==> src/rtl/exec_controller.sv <==
// -----------------------------------------------------------------------------
// exec_controller
//
// Run/stop sequencer for the 5-stage pipelined cpu. It owns the cpu enable
// (PC advance), decides when the external memory ports may reach instruction
// and data memory, and sequences IDLE -> RUN -> DRAIN -> DONE. While running
// it counts executed cycles. When execution stops it records the reason:
// external halt request, halt instruction fetched, or cycle budget exhausted.
//
// Ports
//   clk             in   main clock
//   arst_n          in   reset, synchronous, active-low
//   start           in   pulse; begin execution from IDLE or DONE
//   halt_req        in   external stop request (honoured only in RUN)
//   max_cycles      in   cycle budget, 0 = unlimited; sampled on start
//   if_instruction  in   instruction word currently in IF
//   wen_ext_in      in   external instruction-memory write request
//   ren_ext_in      in   external instruction-memory read request
//   wen_ext_2_in    in   external data-memory write request
//   ren_ext_2_in    in   external data-memory read request
//   enable          out  cpu enable; PC advances when 1
//   fetch_kill      out  IF injects an all-zero NOP into IF/ID
//   wen_ext_out     out  wen_ext_in gated by ext_grant
//   ren_ext_out     out  ren_ext_in gated by ext_grant
//   wen_ext_2_out   out  wen_ext_2_in gated by ext_grant
//   ren_ext_2_out   out  ren_ext_2_in gated by ext_grant
//   ext_grant       out  external memory access allowed (IDLE / DONE)
//   ext_blocked     out  sticky; a request arrived while not granted
//   busy            out  state is RUN or DRAIN
//   done            out  state is DONE
//   stop_cause      out  00 none, 01 halt_req, 10 halt instruction, 11 timeout
//   cycle_count     out  cycles spent in RUN (saturating)
// -----------------------------------------------------------------------------
module exec_controller #(
  parameter int                DATA_W       = 32,
  parameter int                CNT_W        = 32,
  parameter logic [DATA_W-1:0] HALT_WORD    = 32'hFC000000,
  parameter int                DRAIN_CYCLES = 4
) (
  input  logic              clk,
  input  logic              arst_n,
  input  logic              start,
  input  logic              halt_req,
  input  logic [CNT_W-1:0]  max_cycles,
  input  logic [DATA_W-1:0] if_instruction,
  input  logic              wen_ext_in,
  input  logic              ren_ext_in,
  input  logic              wen_ext_2_in,
  input  logic              ren_ext_2_in,
  output logic              enable,
  output logic              fetch_kill,
  output logic              wen_ext_out,
  output logic              ren_ext_out,
  output logic              wen_ext_2_out,
  output logic              ren_ext_2_out,
  output logic              ext_grant,
  output logic              ext_blocked,
  output logic              busy,
  output logic              done,
  output logic [1:0]        stop_cause,
  output logic [CNT_W-1:0]  cycle_count
);

  // A drain of zero cycles would let the next run overlap retiring work.
  localparam int DRAIN_LOAD = (DRAIN_CYCLES < 1) ? 1 : DRAIN_CYCLES;
  localparam int DRN_W      = $clog2(DRAIN_LOAD + 1);

  localparam logic [1:0] CAUSE_NONE  = 2'b00;
  localparam logic [1:0] CAUSE_HREQ  = 2'b01;
  localparam logic [1:0] CAUSE_HINST = 2'b10;
  localparam logic [1:0] CAUSE_TOUT  = 2'b11;

  typedef enum logic [1:0] {
    S_IDLE  = 2'b00,
    S_RUN   = 2'b01,
    S_DRAIN = 2'b10,
    S_DONE  = 2'b11
  } state_t;

  state_t             state_q, state_d;
  logic [CNT_W-1:0]   cnt_q, cnt_d;
  logic [CNT_W-1:0]   budget_q, budget_d;
  logic [1:0]         cause_q, cause_d;
  logic [DRN_W-1:0]   drain_q, drain_d;
  logic               blocked_q, blocked_d;

  // Status outputs are registered copies decoded from the next state so
  // they change exactly with the state register.
  logic               enable_q, enable_d;
  logic               kill_q, kill_d;
  logic               grant_q, grant_d;
  logic               busy_q, busy_d;
  logic               done_q, done_d;

  logic               ext_req;
  logic               timeout;

  // Saturating increment: the counter sticks at all-ones rather than wrap.
  function automatic logic [CNT_W-1:0] sat_inc(input logic [CNT_W-1:0] v);
    if (&v) begin
      return v;
    end
    return v + CNT_W'(1);
  endfunction

  assign ext_req = wen_ext_in | ren_ext_in | wen_ext_2_in | ren_ext_2_in;

  // Budget check uses the count before this cycle's increment, so a
  // budget of N yields exactly N RUN cycles.
  assign timeout = (budget_q != '0) && (cnt_q == budget_q - CNT_W'(1));

  // ---------------------------------------------------------------------------
  // Next-state and datapath-control logic
  // ---------------------------------------------------------------------------
  always_comb begin
    state_d   = state_q;
    cnt_d     = cnt_q;
    budget_d  = budget_q;
    cause_d   = cause_q;
    drain_d   = drain_q;
    // Sticky flag; grant_q is registered so there is no same-cycle race.
    blocked_d = blocked_q | (ext_req & ~grant_q);

    unique case (state_q)
      S_IDLE, S_DONE: begin
        if (start) begin
          state_d   = S_RUN;
          cnt_d     = '0;
          budget_d  = max_cycles;
          cause_d   = CAUSE_NONE;
          blocked_d = 1'b0;
        end
      end

      S_RUN: begin
        // The stopping cycle is itself a RUN cycle and is counted.
        cnt_d = sat_inc(cnt_q);
        if (halt_req) begin
          cause_d = CAUSE_HREQ;
        end else if (if_instruction == HALT_WORD) begin
          cause_d = CAUSE_HINST;
        end else if (timeout) begin
          cause_d = CAUSE_TOUT;
        end
        if (halt_req || (if_instruction == HALT_WORD) || timeout) begin
          state_d = S_DRAIN;
          drain_d = DRN_W'(DRAIN_LOAD);
        end
      end

      S_DRAIN: begin
        // Count down the in-flight instructions; the last drain cycle is
        // the one where the counter reads 1 (guarding 0 as well).
        if (drain_q <= DRN_W'(1)) begin
          state_d = S_DONE;
          drain_d = '0;
        end else begin
          drain_d = drain_q - DRN_W'(1);
        end
      end

      default: begin
        state_d = S_IDLE;
      end
    endcase

    enable_d = (state_d == S_RUN);
    kill_d   = (state_d == S_DRAIN);
    grant_d  = (state_d == S_IDLE) || (state_d == S_DONE);
    busy_d   = (state_d == S_RUN) || (state_d == S_DRAIN);
    done_d   = (state_d == S_DONE);
  end

  // ---------------------------------------------------------------------------
  // State and status registers
  // ---------------------------------------------------------------------------
  always_ff @(posedge clk) begin
    if (!arst_n) begin
      state_q   <= S_IDLE;
      cnt_q     <= '0;
      budget_q  <= '0;
      cause_q   <= CAUSE_NONE;
      drain_q   <= '0;
      blocked_q <= 1'b0;
      enable_q  <= 1'b0;
      kill_q    <= 1'b0;
      grant_q   <= 1'b1;
      busy_q    <= 1'b0;
      done_q    <= 1'b0;
    end else begin
      state_q   <= state_d;
      cnt_q     <= cnt_d;
      budget_q  <= budget_d;
      cause_q   <= cause_d;
      drain_q   <= drain_d;
      blocked_q <= blocked_d;
      enable_q  <= enable_d;
      kill_q    <= kill_d;
      grant_q   <= grant_d;
      busy_q    <= busy_d;
      done_q    <= done_d;
    end
  end

  assign enable        = enable_q;
  assign fetch_kill    = kill_q;
  assign ext_grant     = grant_q;
  assign ext_blocked   = blocked_q;
  assign busy          = busy_q;
  assign done          = done_q;
  assign stop_cause    = cause_q;
  assign cycle_count   = cnt_q;

  // Combinational gating is hazard-free because ext_grant is a flop output.
  assign wen_ext_out   = wen_ext_in   & grant_q;
  assign ren_ext_out   = ren_ext_in   & grant_q;
  assign wen_ext_2_out = wen_ext_2_in & grant_q;
  assign ren_ext_2_out = ren_ext_2_in & grant_q;

endmodule

==> config.mk <==
export PLATFORM = sky130hd
export DESIGN_NAME = exec_controller
export DESIGN_NICKNAME = d
export VERILOG_FILES = /design/src/rtl/exec_controller.sv
export SDC_FILE = /design/constraint.sdc
export NUM_CORES = 1
export LEC_CHECK = 0
export ABC_AREA = 1
export CORE_UTILIZATION = 51
export CTS_CLUSTER_SIZE = 8
export DETAILED_ROUTE_END_ITERATION = 10
export GPL_ROUTABILITY_DRIVEN = 0
export PLACE_DENSITY_LB_ADDON = 0.05
export SLEW_MARGIN = 20
export SYNTH_ARGS = -nofsm -noshare
export SYNTH_HDL_FRONTEND = slang
export SYNTH_SLANG_ARGS = --single-unit
==> constraint.sdc <==
create_clock -name clk -period 3.12 [get_ports clk]
set_input_delay 0.468 -clock clk [delete_from_list [all_inputs] [get_ports clk]]
set_output_delay 0.468 -clock clk [all_outputs]
set_load 0.03 [all_outputs]
* Yosys cells after proc, flatten, opt, wreduce, memory -nomap -nowiden
Cells that the tools add are included.
** Storage, ports and cells
- Register bits :: 77
- Output and inout bits :: 44
- Bits of input ports :: 72
- Word-level logic and storage cells :: 72
** Cells by class
- Add/subtract/negate cells :: 3
- Mux-type cells :: 19
- Reductions and logical operators :: 16
- Bitwise logic cells :: 10
- $lt $le $gt $ge :: 1
- Eq/ne operators :: 12
** Operator list (count)
- $mux 32 :: 2
- $pmux 32 s2 :: 1
- $add 32x1->32 const B :: 1
- $eq 32x32->1 :: 1
- $eq 32x32->1 const B :: 1
- $reduce_and 32->1 :: 1
- $reduce_bool 32->1 :: 1
- $sub 32x1->32 const B :: 1
- $mux 2 :: 7
- $eq 2x2->1 const B :: 4
- $mux 3 :: 2
- $pmux 2 s3 :: 1
- $pmux 3 s2 :: 1
- $reduce_and 3->1 :: 2
- $and 1x1->1 :: 5
- $eq 2x1->1 const B :: 2
- $logic_not 2->1 :: 2
- $logic_or 1x1->1 :: 4
- $mux 1 :: 4
- $ne 2x2->1 const B :: 2
- $ne 4x4->1 const B :: 1
- $or 1x1->1 :: 4
- $pmux 2 s2 :: 1
- $reduce_and 2->1 :: 2
- 7 further kinds :: 8

* Logic depth before layout (Yosys ltp)
Gate-level depths: netlist of run 1.
- Depth in word-level cells :: 8
- Mapped depth :: 23
- Depth with buffers taken out :: 23

* Worst setup path before layout of run 1
No wires, ideal clock.
- Path type :: register -> register
- From :: register budget_q[0]
- To :: register grant_q (netlist: ext_grant)
- Library setup time :: 115 ps
- Data arrival time :: 2293 ps
- Cell stages (with the launch flop) :: 23
- Path slack :: 712 ps
- Period minus slack after synthesis :: 2408 ps
- Buffers on the path :: 0
- Data required time :: 3005 ps
- Cells stage by stage :: dfxtp_1 inv_2 ha_1 nand2_1 nor2_2 nand2_1 nor2_4 nand2_1 nand2_1 nand2_1 nor2_1 nand2_1 nor2_1 nand2_1 nor2_2 nand2_2 nand4_1 nand2_1 nand2_1 inv_2 ha_1 nor2_1 inv_1
** Between the ends
- Cells in the longest elaborated chain, start to end :: 8
- Elaborated cells between the ends (all ways) :: 10
- Classes of those cells :: add/sub (1); eq/ne (2); mux (2); reduce/logical (5)
** RTL lines
- start, declared :: line 82 : logic [CNT_W-1:0] budget_q, budget_d;
- start signal, assigned :: line 193 : budget_q <= budget_d;
- $sub 32x1->32 :: line 110 : assign timeout = (budget_q != '0) && (cnt_q == budget_q - CNT_W'(1));
- $eq 32x32->1 :: line 110
- $logic_and 1x1->1 (*) :: line 110
- $logic_or 1x1->1 (*) :: line 145 : if (halt_req || (if_instruction == HALT_WORD) || timeout) begin
- $mux 2 (*) :: line 145
- $pmux 2 s3 (*) :: line 124 : unique case (state_q)
- net state_d[1] :: line 80 : state_t state_q, state_d;
- $eq 2x2->1 or $logic_not 2->1 (tied branches) :: line 169 : grant_d = (state_d == S_IDLE) || (state_d == S_DONE);
- $logic_or 1x1->1 (*) :: line 169
- net grant_d :: line 91 : logic grant_q, grant_d;
- end signal, assigned :: line 199 : grant_q <= grant_d;
- end, declared :: line 91
The timed path passes the listed nets; every way through them passes the cells marked *.
A chain may end at the register's enable or synchronous reset.

* Worst setup path in the final report of run 1
- From :: register budget_q[0]
- To :: register grant_q (netlist: ext_grant)
** Between the ends
- Cells in the longest elaborated chain, start to end :: 8
- Elaborated cells between the ends (all ways) :: 10
- Classes of those cells :: add/sub (1); eq/ne (2); mux (2); reduce/logical (5)
** RTL lines (line)
- $sub 32x1->32 :: 110
- $eq 32x32->1 :: 110
- $logic_and 1x1->1 (*) :: 110
- $logic_or 1x1->1 (*) :: 145
- $mux 2 (*) :: 145
- $pmux 2 s3 (*) :: 124
- $eq 2x2->1 or $logic_not 2->1 (tied branches) :: 169
- $logic_or 1x1->1 (*) :: 169
- net grant_d :: 91
Marked as above.

==> results of run 1 <==
-- final timing paths --
path | from | end | slack, ns | cells after the start
max | budget_q[0] | ext_grant | 0.28 | 21
max reg2reg | budget_q[0] | ext_grant | 0.28 | 21
min | drain_q[1] | drain_q[1] | 0.47 | 2
min reg2reg | drain_q[1] | drain_q[1] | 0.47 | 2
-- kinds of logic (layout without fill, tap and decap cells) --
family / count (synthesis) / count (layout) / synth area share
adder cells (fa/ha/maj): 9 / 9 / 0.02252
XOR/XNOR: 28 / 28 / 0.04904
AND/OR/NAND/NOR: 464 / 464 / 0.4136
AO/OA/AOI/OAI: 111 / 111 / 0.1173
flip-flops: 77 / 77 / 0.3082
buffers and inverters: 116 / 241 / 0.08932
-- cells in the final DEF, fill, tap and decap left out, types with 2 or more instances in the layout --
master | synthesis | final
sky130_fd_sc_hd__nor2_2 | 11 | 11
sky130_fd_sc_hd__o21bai_1 | 2 | 2
sky130_fd_sc_hd__dfxtp_1 | 77 | 77
sky130_fd_sc_hd__nor4_1 | 17 | 17
sky130_fd_sc_hd__o21ai_1 | 2 | 2
sky130_fd_sc_hd__a22oi_1 | 2 | 2
sky130_fd_sc_hd__nand3_1 | 40 | 40
sky130_fd_sc_hd__inv_1 | 94 | 94
sky130_fd_sc_hd__nand2_4 | 2 | 2
sky130_fd_sc_hd__a211oi_1 | 2 | 2
sky130_fd_sc_hd__a21oi_1 | 46 | 46
sky130_fd_sc_hd__clkbuf_8 | 0 | 9
sky130_fd_sc_hd__clkinv_4 | 0 | 3
sky130_fd_sc_hd__inv_2 | 5 | 5
sky130_fd_sc_hd__o21ai_0 | 52 | 52
sky130_fd_sc_hd__nand4_1 | 17 | 17
sky130_fd_sc_hd__nand3b_1 | 5 | 5
sky130_fd_sc_hd__nor3_1 | 21 | 21
sky130_fd_sc_hd__ha_1 | 9 | 9
sky130_fd_sc_hd__bufinv_16 | 0 | 2
sky130_fd_sc_hd__xnor2_1 | 13 | 13
sky130_fd_sc_hd__nand2_2 | 7 | 7
sky130_fd_sc_hd__xor2_1 | 15 | 15
sky130_fd_sc_hd__nor2_4 | 6 | 6
sky130_fd_sc_hd__o21ai_2 | 2 | 2
sky130_fd_sc_hd__buf_4 | 0 | 8
sky130_fd_sc_hd__nor2_1 | 140 | 140
sky130_fd_sc_hd__clkdlybuf4s50_1 | 0 | 115
sky130_fd_sc_hd__nand2_1 | 191 | 191
sky130_fd_sc_hd__clkinv_1 | 3 | 3
-- stage by stage --
step	util	total power, W	hold slack (ns)
6_report	0.6971	0.003029	0.4711
5_1_grt	0.6971	0.003185	0.5058
4_1_cts	0.6947	0.003012	0.4763
3_5_place_dp	0.6709	0.002158	0.4631
3_3_place_gp	0.6709	0.002126	0.4514
2_1_floorplan	-	0.001836	0.4392
-- layer usage --
| metal | track usage | vias to the layer above |
|---|---|---|
| met3 | 0.04716 | 20 |
| met4 | 0.1048 | 0 |
| li1 | - | 2831 |
| met2 | 0.5184 | 257 |
| met1 | 0.3820 | 2609 |
| met5 | 0 | - |
-- flip-flops by register name, summed over array words and instances (netlist names) --
name	cells
budget_q	32
busy	1
cycle_count	32
done	1
drain_q	3
enable	1
ext_blocked	1
ext_grant	1
fetch_kill	1
state_q	2
stop_cause	2
-- repair_timing --
item                                    4_1_cts  5_1_grt
buffers inserted                              0        3
gates resized for setup                       0        0
endpoints found under the setup margin        0        1
-- power by group through the flow --
stage | Clock [W] | Sequential, W | Combinational, W
6_report | 0.000866 | 0.00117 | 0.000997
5_1_grt | 0.000897 | 0.00118 | 0.00111
4_1_cts | 0.000866 | 0.00116 | 0.000983
3_5_place_dp | 0 | 0.00118 | 0.000975
3_3_place_gp | 0 | 0.00118 | 0.000945
2_1_floorplan | 0 | 0.00119 | 0.000643
-- cell type report --
class / instances / area (um2)
Multi-Input combinational cell: 612 / 3013
Fill cell: 863 / 2839
Sequential cell: 77 / 1541
Timing Repair Buffer: 123 / 1211
Inverter: 102 / 382.9
Tap cell: 129 / 161.4
Clock buffer: 10 / 127.6
Clock inverter: 6 / 95.09
-- critical path: cells and delay by family (launching register included) --
family,cells,cell delay [ns]
adder cells (fa/ha/maj),2,0.46
AO/OA/AOI/OAI,1,0.15
AND/OR/NAND/NOR,14,1.42
flip-flops,1,0.35
buffers and inverters,4,0.35
-- Yosys cell counts (all sizes together), types with 3 or more instances --
| cell | instances |
|---|---|
| inv | 99 |
| xor2 | 15 |
| clkbuf | 11 |
| o21ai | 56 |
| dfxtp | 77 |
| nor4 | 17 |
| buf | 3 |
| nand3 | 42 |
| nand2 | 200 |
| ha | 9 |
| xnor2 | 13 |
| a21oi | 46 |
| clkinv | 3 |
| nand3b | 5 |
| nor2 | 157 |
| nand4 | 18 |
| nor3 | 21 |
==> results, run 1 <==
- In this run, distinct cell masters in the synthesized netlist total 39.
- By instance count, the cell type seen most on the critical path is sky130_fd_sc_hd__nand2_1.
- The number of failing hold endpoints at the final stage came to 0.
- The length of the first detailed-routing pass in iterations is 5.
- The clock-pin transition on the worst setup and hold timing paths is 0.09 ns.
- The tool flagged a number of max-cap violations equal to 0.
- Summed over all nets, wire length on met2 after detailed routing comes to 7026 um.
- The clock tree synthesis step divided the H-tree into 3 levels.
- Once placement finished, the instance area stood at 0.006287 mm2.
- STA classifies the critical path startpoint as a flip-flop.
- Traced cell by cell, the critical path runs through inv_2, ha_1, nand2_1, nor2_2, nand2_1, nor2_4, buf_4, nand2_1, nand2_1, nand2_1, a21oi_1, nand2_1, nor2_2, nand2_2, nand4_1, nand3_1, nand2_1, inv_1, ha_1, nor2_1, inv_1.
- The post-route setup TNS is 0 ns.
- Before CTS, the worst setup slack after placement is 0.3242 ns.
- Counting flops with an async set or reset pin after synthesis yields a share of 0.
- The wire length of the first global-routing pass is 24100 um.
- Relative to the synthesized area, the layout overhead comes to 30.62%.
- The average cell area after synthesis is 6.212 um2.
- Data on the critical path is required at its endpoint by 3.39 ns.
- Of the total power, the share spent switching nets is 0.3726.
- The power per standard cell area is 463.7 mW/mm2.
- Data arrives at the worst endpoint at 3.11 ns.
- The hold-fix buffer count after cts is 0.
- In this run, synthesis inferred 0 flip-flops with an integrated enable.
- The initial antenna violation count is 0.
- The run finished with clean final reports.
- The path type of the worst min-delay path is reg -> reg.
- In this run the cell area of the synthesized design comes to 0.005001 mm2.
- The net load switching power is 0.001129 W.
- The number of cells in the design after placement is 1040.
- For the pin with the worst max-slew slack, the measured transition is 0.5126 ns.
- The largest single stage delay on the critical path is 0.35 ns.
- The number of ports placed on the die boundary is 116.
- The via count of the first global-routing pass is 5360.
- The die is 101.0 um wide.
- Summed over all layers, the global routing overflow is 0.
- Timing would allow up to 351.7 MHz.
- Setup repair after global routing left no endpoint under its margin.
- The total length of routed wires is 15060 um.
- Of the total power, the clock network draws 0.286.
- The critical path in this run is classified as reg -> reg.
- The uppermost metal layer occupied by signal nets is met4.
- The ratio of cells with drive above 1 in the final layout is 0.06452.
- The internal power of the cells totals 0.001901 W.
- The biggest fanout along the worst timing path is 6.
- Of the total power, registers draw 0.385.
- The sequential element share of the synthesized area is 0.3082.
- Synthesis inferred 77 register bits.
- After routing the design area is 0.006533 mm2.
- The clock sink total is 77.
- In this run the tool buffered the top-level ports with 115 buffer cells.
- The via count is 5717.
- The number of non-filler instances in the completed layout is 1059.
- In this run the tightest slew margin relative to its limit is 0.6562.
- The cell type contributing the most total cell area after synthesis is sky130_fd_sc_hd__dfxtp_1.
- Sorting the synthesized cells by area gives the leading types as sky130_fd_sc_hd__dfxtp_1, sky130_fd_sc_hd__nand2_1, sky130_fd_sc_hd__nor2_1, sky130_fd_sc_hd__inv_1, sky130_fd_sc_hd__o21ai_0.
- The chip height is 101.0 um.
- Entering global routing, the biggest net connects 41 pins.
- The proportion of power drawn by combinational gates is 0.329.
- The number of standard-cell rows in the floorplan is 35.
- 0 antenna diodes ended up in the layout.
- The initial utilization of the core area, before any placement, comes to 0.5336.
- The number of nets produced by synthesis is 886.
- Dividing the final minimum period by the clock period gives 0.9113.
- The total half-perimeter wirelength after legalization and detailed placement is 11870 um.
- The kind of end point of the critical path is a flip-flop.
- The post-layout worst setup margin is 0.2769 ns.
- The final count of pins violating max slew is 0.
- The clock passes through at most 2 buffers.
- The detailed-route DRC error count is 0.
- The slowest stage cell on the critical path is sky130_fd_sc_hd__dfxtp_1.
- The final-report setup violation count is 0.
- Across every metal layer, demand over resource in global routing totals 0.3013.
- The share of synthesized area in the top cell type comes to 0.3082.
- After the first detailed-routing iteration, the DRC count stood at 361.
- The clock tree from TritonCTS is done.
- The tree is rooted in a sky130_fd_sc_hd__clkbuf_8.
- In the routed layout, each cell is associated on average with a via count of 5.398.
- The average routed wire per standard cell is 14.22 um.
- Subtracting the final worst setup slack from the clock period gives 2.843 ns.
- The die covers 0.01021 mm2.
- The worst clock skew is 0.01944 ns.
- The worst IR drop on VDD is 0.0002416 V.
- The met3 wire length is 1195 um.
- The residual antenna-violating net count after detailed routing is 0.
- Clock latency on the worst-skew pair, taken at its later pin, is 0.37 ns.
- The core region is 0.009371 mm2.
- The number of clock buffers added by TritonCTS is 9.
- The final-stage net count is 1006.
- In the synthesized netlist the dominant register cell turns out to be sky130_fd_sc_hd__dfxtp_1.
- The number of synthesis warnings is 0.
- For this block, wires on met1 add up to 6606 um.
- The leakage component of the power is 2.770 nW.
- The number of cells produced by synthesis is 805.
No activity file was read; power rests on OpenSTA's default activity.
==> inputs of run 2 (changes only) <==
--- a/config.mk
+++ b/config.mk
@@ -6,11 +6,12 @@
 export NUM_CORES = 1
 export LEC_CHECK = 0
 export ABC_AREA = 1
+export CORE_MARGIN = 2
 export CORE_UTILIZATION = 51
 export CTS_CLUSTER_SIZE = 8
 export DETAILED_ROUTE_END_ITERATION = 10
 export GPL_ROUTABILITY_DRIVEN = 0
-export PLACE_DENSITY_LB_ADDON = 0.05
+export PLACE_DENSITY = 0.84
 export SLEW_MARGIN = 20
 export SYNTH_ARGS = -nofsm -noshare
 export SYNTH_HDL_FRONTEND = slang
==> results, run 2 (synthesis gave the netlist of run 1 again) <==
- The actual slew at the worst max-slew pin is 0.6259 ns (+0.1133 ns).
- The endpoint identified for the worst register-to-register timing path is ext_grant.
- The detailed-routing wirelength on met1 was 6200 um (-6.1%).
- The max-slew headroom at the worst pin was 0.5817 (-0.07445).
- The final-stage net count is 1003 (-0.30%).
- The number of CTS-inserted buffers is 9 (unchanged).
- The worst IR drop on VDD is 0.0002698 V (+12%).
- The number of cells traversed by the worst hold path is 2 (unchanged).
- The commonest non-fill, non-tap cell in the layout is sky130_fd_sc_hd__nand2_1.
- The run finished with clean final reports.
- The residual overflow from global routing came to 0 (unchanged).
- The area of all sequential standard cells is 0.001541 mm2 (unchanged).
- The clock network fraction of total power is 0.246 (-0.040).
- The maximum level of the CTS H-tree is 3 (unchanged).
- The detailed-route DRC error count is 0 (unchanged).
- The hold-fix buffer count after cts was 0 (unchanged).
- The buffer depth of the longest clock path is 2 (unchanged).
- The CTS root buffer is sky130_fd_sc_hd__clkbuf_8.
- The maximum number of pins on one net before global-route repair is 32 (-22%).
- The number of maximum-capacitance constraint violations is 0 (unchanged).
- The leakage component of the power is 2.726 nW (-1.6%).
- The signal on the critical path passes through inv_2, ha_1, inv_1, nand2_1, nand2_1, nand2_1, nor2_1, nand2_1, nor2_1, nand2_1, nor2_1, nand2_1, nor2_1, nand2_1, nor2_2, nand2_2, nand4_1, nand3_1, nand2_1, inv_1, ha_1, nor2_1, inv_1.
- The global-route usage over all layers was 0.2684 (-0.03285).
- The area of the die came to 0.01061 mm2 (+4.0%).
- In the layout the commonest cells are sky130_fd_sc_hd__nand2_1, sky130_fd_sc_hd__nor2_1, sky130_fd_sc_hd__clkdlybuf4s50_1, sky130_fd_sc_hd__inv_1, sky130_fd_sc_hd__dfxtp_1.
- The routed length on met2 is 6572 um (-6.5%).
- The diode insertion count for antenna repair is 0 (unchanged).
- The number of cells on the worst reg-to-reg path is 23 (+9.5%).
- The startpoint-to-endpoint class of the critical path is reg -> reg.
- The residual antenna-violating net count after detailed routing came to 0 (unchanged).
- The worst path required time is 3.38 ns (about the same).
- The via count is 5515 (-3.5%).
- STA classifies the critical path endpoint as a flip-flop.
- The initial core utilization came to 0.5188 (-0.01482).
- The reg-to-reg startpoint is budget_q[0].
- The highest attainable clock frequency is 360.1 MHz (+2.4%).
- The worst min-delay path startpoint is drain_q[1].
- The per-cell via count in the routed design is 5.203 (-3.6%).
- The total of cells resized after clock tree synthesis is 0 (unchanged).
- The ratio of cells with drive above 1 in the final layout came to 0.06257 (-0.001949).
- The initial antenna violation count is 0 (unchanged).
- TritonCTS built the clock tree.
- The total power is 0.002826 W (-6.7%).
- The number of failing hold endpoints at the final stage was 0 (unchanged).
- The met3 wire length is 997 um (-17%).
- The chip height was 103.0 um (+2.0%).
- The final period demand of the worst path is 2.777 ns (-0.06644 ns).
- The number of standard-cell rows in the floorplan is 36 (+2.9%).
- The clock-pin transition on the worst setup and hold timing paths is 0.08 ns (about the same).
- The total of fill cells in the finished design is 918 (+6.4%).
- The worst hold path terminates at drain_q[1].
- The total half-perimeter wirelength after legalization and detailed placement is 11020 um (-7.1%).
- Counting stages on the worst path, the most repeated cell is sky130_fd_sc_hd__nand2_1.
- The highest layer touched by signal routing is met4.
- The share of total power consumed by net switching was 0.3827 (+0.01014).
- The final count of pins violating max slew is 0 (unchanged).
- The worst setup path is launched from a flip-flop.
- The via count of the first global-routing pass is 4847 (-9.6%).
- The latest clock arrival within the worst-skew pair was 0.37 ns (about the same).
- The placeable core region was 0.009639 mm2 (+2.9%).
- The post-CTS repair timing setup buffer count is 0 (unchanged).
- The post-route setup TNS is 0 ns (unchanged).
- The net load switching power was 0.001082 W (-4.2%).
- The reg2reg setup slack came to 0.34 ns (+0.07 ns).
- The length of the first detailed-routing pass in iterations is 5 (unchanged).
- Setup repair after global routing left no endpoint under its margin.
- The proportion of power drawn by combinational gates is 0.346 (+0.017).
- The power per standard cell area is 436.6 mW/mm2 (-5.8%).
- The average routed wire per standard cell came to 13.28 um (-6.6%).
- The sequential fraction of design power is 0.409 (+0.024).
- The critical path arrival is 3.04 ns (-0.07 ns).
- The final-report setup violation count is 0 (unchanged).
- The biggest fanout along the worst timing path is 4 (-2).
- The most critical setup path has its startpoint at budget_q[0].
- The number of I/O port buffers was 115 (unchanged).
- The initial detailed-routing violation count is 345 (-4.4%).
- The wire length of the first global-routing pass is 22210 um (-7.8%).
- The area growth from synthesis to layout is 29.42%.
- The internal power component came to 0.001744 W (-8.2%).
- The total length of routed wires was 14070 um (-6.5%).
- The delay contributed by the slowest stage of the critical path was 0.39 ns (+0.04 ns).
- The die width came to 103.0 um (+2.0%).
- The path type of the worst min-delay path is reg -> reg.
- The clock sink total was 77 (unchanged).
- The number of ports placed on the die boundary is 116 (unchanged).
- The worst clock skew is 0.009949 ns (-0.009494 ns).
- The area of the multi-input gates is 0.003015 mm2 (about the same).
- For this design, the slowest cell found on the critical path is sky130_fd_sc_hd__dfxtp_1.
- The fraction of the cycle the final worst path needs is 0.8900 (-0.02129).
==> run 2: critical path: cells and delay by family (launching register included) <==
| kind | cells | cell delay, ns |
|---|---|---|
| simple gates | 17 | 1.43 |
| flops | 1 | 0.39 |
| buf+inv | 4 | 0.25 |
| fa+ha+maj | 2 | 0.58 |
==> run 2: power by group through the flow <==
stage	sequential, W	clock, W	combinational [W]
final	0.00115	0.000695	0.000977
after floorplan	0.00119	0	0.000643
after global routing	0.00117	0.000742	0.00110
after detailed placement	0.00117	0	0.000962
after global placement	0.00117	0	0.000951
after CTS	0.00115	0.000702	0.000968
==> run 2: per-layer routing <==
layer,track usage,vias to the layer above
li1,-,2832
met2,0.4461,230
met5,0,-
met4,0.09514,0
met1,0.3484,2429
met3,0.05017,24
==> run 2: layout make-up <==
cell class,count,area share
timing repair buffer,120,0.1836
multi-input combinational,612,0.4659
clock buffer,11,0.02184
sequential,77,0.2382
clock inverter,5,0.005606
inverter,102,0.05915
tap,133,0.02571
==> run 2: per-stage QoR <==
step / setup slack (ns) / utilization / cell area [um2] / hold WS, ns / instances
6_report: 0.3433 / 0.6715 / 6472 / 0.4739 / 1060
5_1_grt: 0.008533 / 0.6715 / 6472 / 0.4887 / 1060
4_1_cts: 0.3538 / 0.6712 / 6470 / 0.4731 / 1060
3_5_place_dp: 0.3873 / 0.6528 / 6292 / 0.4607 / 1044
3_3_place_gp: 0.4390 / 0.6528 / 6292 / 0.4499 / 1044
2_1_floorplan: 0.7115 / - / 5001 / 0.4392 / 805
==> run 2: worst max-delay path by stage <==
stage,to,slack [ns]
6_report,ext_grant,0.34
5_1_grt,ext_grant,0.009
4_1_cts,ext_grant,0.35
3_5_place_dp,ext_grant,0.39
3_3_place_gp,ext_grant,0.44
2_1_floorplan,ext_grant,0.71
